**src/rtl/inst_fetcher_pkg.sv**
```systemverilog
// ============================================================================
// Module : inst_fetcher_pkg
// Brief  : Shared fetch-stage constants, IQ entry layout and immediate helpers.
// Rev    : 1.0 - initial release
// ============================================================================
`default_nettype none

package inst_fetcher_pkg;

  localparam int DATA_WIDTH     = 32;
  localparam int OP_MSB         = 6;
  localparam int OP_LSB         = 0;
  localparam int IQ_ENTRY_WIDTH = DATA_WIDTH + DATA_WIDTH + 1;

  localparam logic [6:0] JAL_OP    = 7'b1101111;
  localparam logic [6:0] JALR_OP   = 7'b1100111;
  localparam logic [6:0] BRANCH_OP = 7'b1100011;

  localparam int FETCH_STATE_W = 2;
  localparam logic [FETCH_STATE_W-1:0] FETCH_IDLE    = 2'd0;
  localparam logic [FETCH_STATE_W-1:0] FETCH_WAIT    = 2'd1;
  localparam logic [FETCH_STATE_W-1:0] FETCH_DISCARD = 2'd2;

  typedef struct packed {
    logic [DATA_WIDTH-1:0] inst;
    logic [DATA_WIDTH-1:0] pc;
    logic                  pred;
  } iq_entry_t;

  function automatic logic [DATA_WIDTH-1:0] j_imm(input logic [DATA_WIDTH-1:0] inst);
    return {{12{inst[31]}}, inst[19:12], inst[20], inst[30:21], 1'b0};
  endfunction

  function automatic logic [DATA_WIDTH-1:0] b_imm(input logic [DATA_WIDTH-1:0] inst);
    return {{20{inst[31]}}, inst[7], inst[30:25], inst[11:8], 1'b0};
  endfunction

endpackage

`default_nettype wire

```
**src/rtl/inst_fetcher_queue.sv**
```systemverilog
// ============================================================================
// Module : inst_queue
// Brief  : Power-of-two FIFO holding fetched instructions; clear beats push/pop.
// Rev    : 1.0 - initial release
// ============================================================================
`default_nettype none

module inst_queue #(
  parameter int WIDTH = 65,
  parameter int DEPTH = 4
) (
  input  logic             clk,
  input  logic             rst_n,
  input  logic             push,
  input  logic             pop,
  input  logic             clear,
  input  logic [WIDTH-1:0] wdata,
  output logic [WIDTH-1:0] rdata,
  output logic             full,
  output logic             empty
);

  localparam int PTR_W = $clog2(DEPTH);
  localparam int CNT_W = $clog2(DEPTH + 1);

  logic [WIDTH-1:0] r_mem [DEPTH];
  logic [PTR_W-1:0] r_head;
  logic [PTR_W-1:0] r_tail;
  logic [CNT_W-1:0] r_count;
  logic             w_do_push;
  logic             w_do_pop;

  assign full      = (r_count == CNT_W'(DEPTH));
  assign empty     = (r_count == '0);
  assign w_do_push = push && !full && !clear;
  assign w_do_pop  = pop && !empty && !clear;
  assign rdata     = r_mem[r_head];

  always_ff @(posedge clk or negedge rst_n) begin
    if (!rst_n) begin
      r_head  <= '0;
      r_tail  <= '0;
      r_count <= '0;
    end else if (clear) begin
      r_head  <= r_tail;
      r_count <= '0;
    end else begin
      if (w_do_push) r_tail <= r_tail + PTR_W'(1);
      if (w_do_pop)  r_head <= r_head + PTR_W'(1);
      case ({w_do_push, w_do_pop})
        2'b10:   r_count <= r_count + CNT_W'(1);
        2'b01:   r_count <= r_count - CNT_W'(1);
        default: r_count <= r_count;
      endcase
    end
  end

  // Storage is never read while empty, so it carries no reset.
  always_ff @(posedge clk) begin
    if (w_do_push) r_mem[r_tail] <= wdata;
  end

endmodule

`default_nettype wire

```
**src/rtl/inst_fetcher.sv**
```systemverilog
// ============================================================================
// Module : inst_fetcher
// Brief  : PC owner, single-outstanding fetch FSM, branch predictor and IQ.
//          Define FETCH_BHT_EN for a 2-bit BHT; otherwise static BTFN.
// Rev    : 1.0 - initial release
// ============================================================================
`default_nettype none

module inst_fetcher
  import inst_fetcher_pkg::*;
#(
  parameter int                    IQ_DEPTH  = 4,
  parameter int                    BHT_IDX_W = 6,
  parameter logic [DATA_WIDTH-1:0] RESET_PC  = '0
) (
  input  logic                  clk,
  input  logic                  rst_n,
  output logic                  out_mem_req,
  output logic [DATA_WIDTH-1:0] out_mem_addr,
  input  logic                  in_mem_ready,
  input  logic [DATA_WIDTH-1:0] in_mem_inst,
  input  logic                  in_decode_ready,
  output logic                  out_inst_valid,
  output logic [DATA_WIDTH-1:0] out_inst,
  output logic [DATA_WIDTH-1:0] out_current_pc,
  output logic                  out_predicted_taken,
  input  logic                  in_rob_mispredict,
  input  logic [DATA_WIDTH-1:0] in_rob_redirect_pc,
  input  logic                  in_bp_update_ena,
  input  logic [DATA_WIDTH-1:0] in_bp_update_pc,
  input  logic                  in_bp_update_taken
);

  logic [FETCH_STATE_W-1:0] r_state;
  logic [FETCH_STATE_W-1:0] w_state_next;
  logic [DATA_WIDTH-1:0]    r_pc;
  logic [DATA_WIDTH-1:0]    r_addr;
  logic [DATA_WIDTH-1:0]    w_next_pc;
  logic [6:0]               w_opcode;
  logic                     w_pred;
  logic                     w_bp_taken;
  logic                     w_push;
  logic                     w_launch;
  logic                     w_pop_req;
  logic                     w_full;
  logic                     w_empty;
  logic                     w_slot_free;
  iq_entry_t                w_wr_entry;
  iq_entry_t                w_head;
  logic [IQ_ENTRY_WIDTH-1:0] w_head_bits;

  assign w_opcode    = in_mem_inst[OP_MSB:OP_LSB];
  assign w_pop_req   = !w_empty && in_decode_ready;
  assign w_slot_free = !w_full || w_pop_req;
  assign w_wr_entry  = '{inst: in_mem_inst, pc: r_pc, pred: w_pred};
  assign w_head      = iq_entry_t'(w_head_bits);

`ifdef FETCH_BHT_EN
  logic [1:0]           r_bht [2**BHT_IDX_W];
  logic [BHT_IDX_W-1:0] w_upd_idx;
  logic                 w_unused_bht;

  assign w_upd_idx    = in_bp_update_pc[BHT_IDX_W+1:2];
  assign w_bp_taken   = r_bht[r_pc[BHT_IDX_W+1:2]][1];
  assign w_unused_bht = &{1'b0, in_bp_update_pc[DATA_WIDTH-1:BHT_IDX_W+2], in_bp_update_pc[1:0]};

  // Registered table: a same-cycle lookup of the updated index sees the old counter.
  always_ff @(posedge clk or negedge rst_n) begin
    if (!rst_n) begin
      for (int i = 0; i < 2**BHT_IDX_W; i++) r_bht[i] <= 2'b01;
    end else if (in_bp_update_ena) begin
      if (in_bp_update_taken && r_bht[w_upd_idx] != 2'b11)
        r_bht[w_upd_idx] <= r_bht[w_upd_idx] + 2'd1;
      else if (!in_bp_update_taken && r_bht[w_upd_idx] != 2'b00)
        r_bht[w_upd_idx] <= r_bht[w_upd_idx] - 2'd1;
    end
  end
`else
  logic w_unused_bp;

  // Backward-taken / forward-not-taken: the B immediate sign bit is inst[31].
  assign w_bp_taken  = in_mem_inst[31];
  assign w_unused_bp = &{1'b0, in_bp_update_ena, in_bp_update_pc, in_bp_update_taken,
                         (BHT_IDX_W > 0)};
`endif

  always_comb begin
    w_pred    = 1'b0;
    w_next_pc = r_pc + 32'd4;
    case (w_opcode)
      JAL_OP: begin
        w_pred    = 1'b1;
        w_next_pc = r_pc + j_imm(in_mem_inst);
      end
      JALR_OP: ; // target depends on a register, resolved downstream
      BRANCH_OP: begin
        if (w_bp_taken) begin
          w_pred    = 1'b1;
          w_next_pc = r_pc + b_imm(in_mem_inst);
        end
      end
      default: ;
    endcase
  end

  always_ff @(posedge clk or negedge rst_n) begin
    if (!rst_n) r_state <= FETCH_IDLE;
    else        r_state <= w_state_next;
  end

  always_comb begin
    w_state_next = r_state;
    case (r_state)
      FETCH_IDLE:    if (!in_rob_mispredict && w_slot_free) w_state_next = FETCH_WAIT;
      FETCH_WAIT:    if (in_mem_ready) w_state_next = FETCH_IDLE;
                     else if (in_rob_mispredict) w_state_next = FETCH_DISCARD;
      FETCH_DISCARD: if (in_mem_ready) w_state_next = FETCH_IDLE;
      default:       w_state_next = FETCH_IDLE;
    endcase
  end

  always_comb begin
    out_mem_req = 1'b0;
    w_push      = 1'b0;
    w_launch    = 1'b0;
    case (r_state)
      FETCH_IDLE:    w_launch    = (w_state_next == FETCH_WAIT);
      FETCH_WAIT: begin
        out_mem_req = 1'b1;
        w_push      = in_mem_ready && !in_rob_mispredict;
      end
      FETCH_DISCARD: out_mem_req = 1'b1;
      default: ;
    endcase
  end

  // r_addr freezes the bus address so a redirect cannot disturb an open request.
  always_ff @(posedge clk or negedge rst_n) begin
    if (!rst_n) begin
      r_pc   <= RESET_PC;
      r_addr <= '0;
    end else begin
      if (in_rob_mispredict) r_pc <= in_rob_redirect_pc;
      else if (w_push)       r_pc <= w_next_pc;
      if (w_launch) r_addr <= r_pc;
    end
  end

  assign out_mem_addr = r_addr;

  inst_queue #(
    .WIDTH (IQ_ENTRY_WIDTH),
    .DEPTH (IQ_DEPTH)
  ) u_inst_queue (
    .clk   (clk),
    .rst_n (rst_n),
    .push  (w_push),
    .pop   (w_pop_req && !in_rob_mispredict),
    .clear (in_rob_mispredict),
    .wdata (w_wr_entry),
    .rdata (w_head_bits),
    .full  (w_full),
    .empty (w_empty)
  );

  assign out_inst_valid      = !w_empty;
  assign out_inst            = w_empty ? '0 : w_head.inst;
  assign out_current_pc      = w_empty ? '0 : w_head.pc;
  assign out_predicted_taken = !w_empty && w_head.pred;

endmodule

`default_nettype wire
```
**config.mk**
```make
export PLATFORM = sky130hd
export DESIGN_NAME = inst_fetcher
export DESIGN_NICKNAME = d
export VERILOG_FILES = /design/src/rtl/inst_fetcher_pkg.sv /design/src/rtl/inst_fetcher_queue.sv /design/src/rtl/inst_fetcher.sv
export SDC_FILE = /design/constraint.sdc
export NUM_CORES = 1
export LEC_CHECK = 0
export ABC_AREA = 1
export BUFFER_PORTS_ARGS = -buffer_cell sky130_fd_sc_hd__buf_2
export CAP_MARGIN = 20
export CORE_ASPECT_RATIO = 2
export CORE_UTILIZATION = 35
export DETAILED_ROUTE_END_ITERATION = 16
export SYNTH_ARGS = -nofsm -noshare
export SYNTH_HDL_FRONTEND = slang
export SYNTH_HIERARCHICAL = 1
export SYNTH_SLANG_ARGS = --single-unit
```
**constraint.sdc**
```tcl
create_clock -name clk -period 5.05 [get_ports clk]
set_clock_uncertainty 0.2 [all_clocks]
set_input_delay 0.7575 -clock clk [delete_from_list [all_inputs] [get_ports clk]]
set_output_delay 0.7575 -clock clk [all_outputs]
set_load 0.005 [all_outputs]
```
==> metrics.txt <==
clock slew at reported path FFs=0.07 ns; clk buf depth=3; worst path cell trace=clkinv_2 -> buf_12 -> o21ai_0 -> o22ai_1 -> inv_1 -> nor2_1 -> buf_2; final WL=63.08 mm; clock share of power=21.6%; number of global-route vias before repair=15,460; first-pass GRT wire length=92.84 mm; die height=326.5 microns; Worst Path Max Fanout=79; Post-CTS Hold Buffers=0; Top FF cell, synth=edfxtp_1; PostCTS Resize Cnt=0; NetSw=4.248 mW; Initial Utilization=35.56%; met3 wire length=2.892 mm; 1st-pass router iterations=5; Fin. Hold Viols=0; status=finished, final reports clean; WL per Instance=21.03 microns; switch share=42.15%; DR DRC count=0; row count=118; CTS tree=built; PortBufs=167; Place WS=1.362 ns; Num Clock Sinks=333; Mapped Cells=2,172; Pwr Density=484.1 mW/mm^2; share of layout cells above drive strength 1=12.92%; TritonCTS buffer count=29; Post-CTS Setup Bufs=0; register bit total from synthesis=333; combinational power share=41.2%; Max Slew Vio Count=0; largest net degree at the start of global routing=91; gr ovfl total=0; RSZ-0062 raised after global routing=false; Top Metal Used=met4; Hold Crit Class=primary input to async pin; leakage power=9.108 nW; setup TNS=0 ns; Unique masters post-synth=49; dpl hpwl=47.06 mm; Seq/Total Area, Yosys=52.28%; Met2 Wirelength=32.23 mm; Arr. time, crit path=3.19 ns; total track usage=23.61%; Worst setup EP type=output port; Final Util=40.17%; Req. time, crit path=4.09 ns; Int Power=5.830 mW; crit-path max cell delay=0.73 ns; Crit path buffers/inverters=4; CP max stage cell=dfrtp_4; Slew headroom=35.53%; fmax=241.1 MHz; Syn-to-layout area delta=12.97%; fin crit period=4.147 ns; maxcap violations=0; startpoint types=flip-flop; Setup violations, final=0; syn_area_per_cell=8.484 sq um; DIE AREA=0.05362 sq mm; Worst-Margin Slew=0.9670 ns; DR vias=15,910; critical setup path kind=flip-flop to output port; Synth async-reset ratio=21.92%; H-tree levels=1; Nets=2,472; final worst-path setup slack=0.9031 ns; Final Cycle Share=82.12%; clk_lat worst skew=0.59 ns; peak supply drop=0.0003292 V; Die W=164.2 microns; syn nets=2,330; initial antenna violation count=2; initial drt markers=1,257; DR vias/cell=5.305; I/O pin count=202; clock root buffer=clkbuf_16; CP top delay family=buffers and inverters; met1 WL=22.47 mm; EDFF count, synth=260; Seq pwr share=37.2%; core area=0.05182 sq mm; DRT antenna net count=0; synth warn=6; RePlAce Congestion=0.9958; area of the mapped netlist=0.01843 sq mm
## cells in the mapped netlist (2+ instances only)
cell	instances	area (sq um)
or2_2	4	25.02
o31ai_1	4	30.03
o21bai_1	4	30.03
inv_1	263	987.2
buf_6	15	168.9
nand3_1	126	630.6
and3_1	2	12.51
o21a_1	3	22.52
o22ai_1	72	450.4
nand4_1	17	106.4
nor2_4	6	67.56
mux2_2	2	22.52
a31oi_1	5	31.28
ha_1	52	650.6
nor2_2	12	75.07
nand3_2	3	30.03
clkbuf_1	36	135.1
dfrtp_1	73	1827
a22o_1	2	17.52
nand2_4	2	22.52
inv_2	10	37.54
fa_1	3	60.06
nand3b_1	15	112.6
a21oi_1	80	400.4
o21ai_1	43	215.2
nor3_1	11	55.05
o21ai_0	190	950.9
buf_4	2	15.01
nor3_2	3	30.03
nand2_1	465	1745
edfxtp_1	260	7807
xor2_1	9	78.83
xnor2_1	2	17.52
o311ai_0	2	17.52
nand2_2	13	81.33
buf_2	24	120.1
nor2_1	321	1205
o211ai_1	5	37.54
## worst register-to-register path, cell delays in order, from the launching register on
cell and delay (ns):
dfrtp_1 0.69, ha_1 0.42, nand2_1 0.17, inv_1 0.05, a21oi_1 0.32, nand2_1 0.23
nand2_1 0.12, nand2_2 0.12, o21ai_0 0.51, nand4_1 0.15, nand2_1 0.11, o21ai_0 0.09
## routing by layer
| metal | vias up | GRT usage, % |
|---|---|---|
| li1 | 7553 | - |
| met1 | 7583 | 25.27 |
| met2 | 577 | 41.58 |
| met3 | 198 | 2.057 |
| met4 | 0 | 19.44 |
| met5 | - | 0 |
## sequential cells by signal, indices dropped and copies added, names as in the netlist
signal	cells
u_inst_queue/r_mem	260
out_mem_addr	32
r_pc	32
u_inst_queue/r_count	3
r_state	2
u_inst_queue/r_head	2
u_inst_queue/r_tail	2
## per-stage QoR
step | area [sq um] | cells | total power, mW | hold WS, ns
floorplan | 18430 | 2172 | 6.311 | 0.2619
global placement | 19900 | 2943 | 7.900 | 0.2755
detailed placement | 19900 | 2943 | 7.985 | 0.2824
CTS | 20810 | 2997 | 10.16 | 0.03330
global route | 20820 | 2999 | 10.72 | 0.07067
finish | 20820 | 2999 | 10.08 | 0.02503
## power groups by stage
| stage | Clock (mW) | Sequential [mW] | Combinational, mW |
|---|---|---|---|
| floorplan | 0 | 3.58 | 2.73 |
| global placement | 0 | 3.78 | 4.12 |
| detailed placement | 0 | 3.80 | 4.18 |
| CTS | 2.22 | 3.74 | 4.20 |
| global route | 2.30 | 3.78 | 4.65 |
| finish | 2.18 | 3.75 | 4.15 |
## logic make-up after synthesis
| group | after synthesis | share of synthesized area, % |
|---|---|---|
| multiplexers | 2 | 0.1222 |
| buffers and inverters | 351 | 7.972 |
| AND/OR/NAND/NOR | 1005 | 23.05 |
| adder cells (fa/ha/maj) | 55 | 3.857 |
| XOR/XNOR | 11 | 0.5229 |
| AO/OA/AOI/OAI | 415 | 12.19 |
| flip-flops | 333 | 52.28 |
## worst paths after layout
kind	startpoint	slack, ns	cells past startpoint	to
setup reg to reg	r_pc[8]	1.73	11	r_pc[13]
setup / recovery	u_inst_queue/r_head[0]	0.90	7	out_inst[17]
max in group asynchronous	rst_n	3.79	2	r_pc[0]
hold reg to reg	out_mem_addr[10]	0.30	2	out_mem_addr[10]
hold / removal	rst_n	0.03	1	out_mem_addr[22]
min in group clk	in_rob_redirect_pc[30]	0.17	3	r_pc[30]
## final cells by class
type / instances / area, sq um
Inverter: 274 / 1031
Multi-Input combinational cell: 1488 / 7356
Timing Repair Buffer: 188 / 1046
Clock inverter: 19 / 145.1
Sequential cell: 333 / 9639
Antenna cell: 2 / 5.005
Clock buffer: 35 / 768.2
Tap cell: 660 / 825.8
Fill cell: 5239 / 31010
## layout by cell type (no fill, tap or decap), drive strengths merged, types with 9 or more instances in the layout
cell type,count
clkbuf,35
o22ai,72
o21ai,233
nand4,18
a21oi,81
nand3b,15
ha,52
buf,188
nor2,339
xor2,9
nor3,15
inv,276
nand3,129
nand2,480
dfrtp,73
edfxtp,260
clkinv,14
Power figures use the tool's default switching activity.
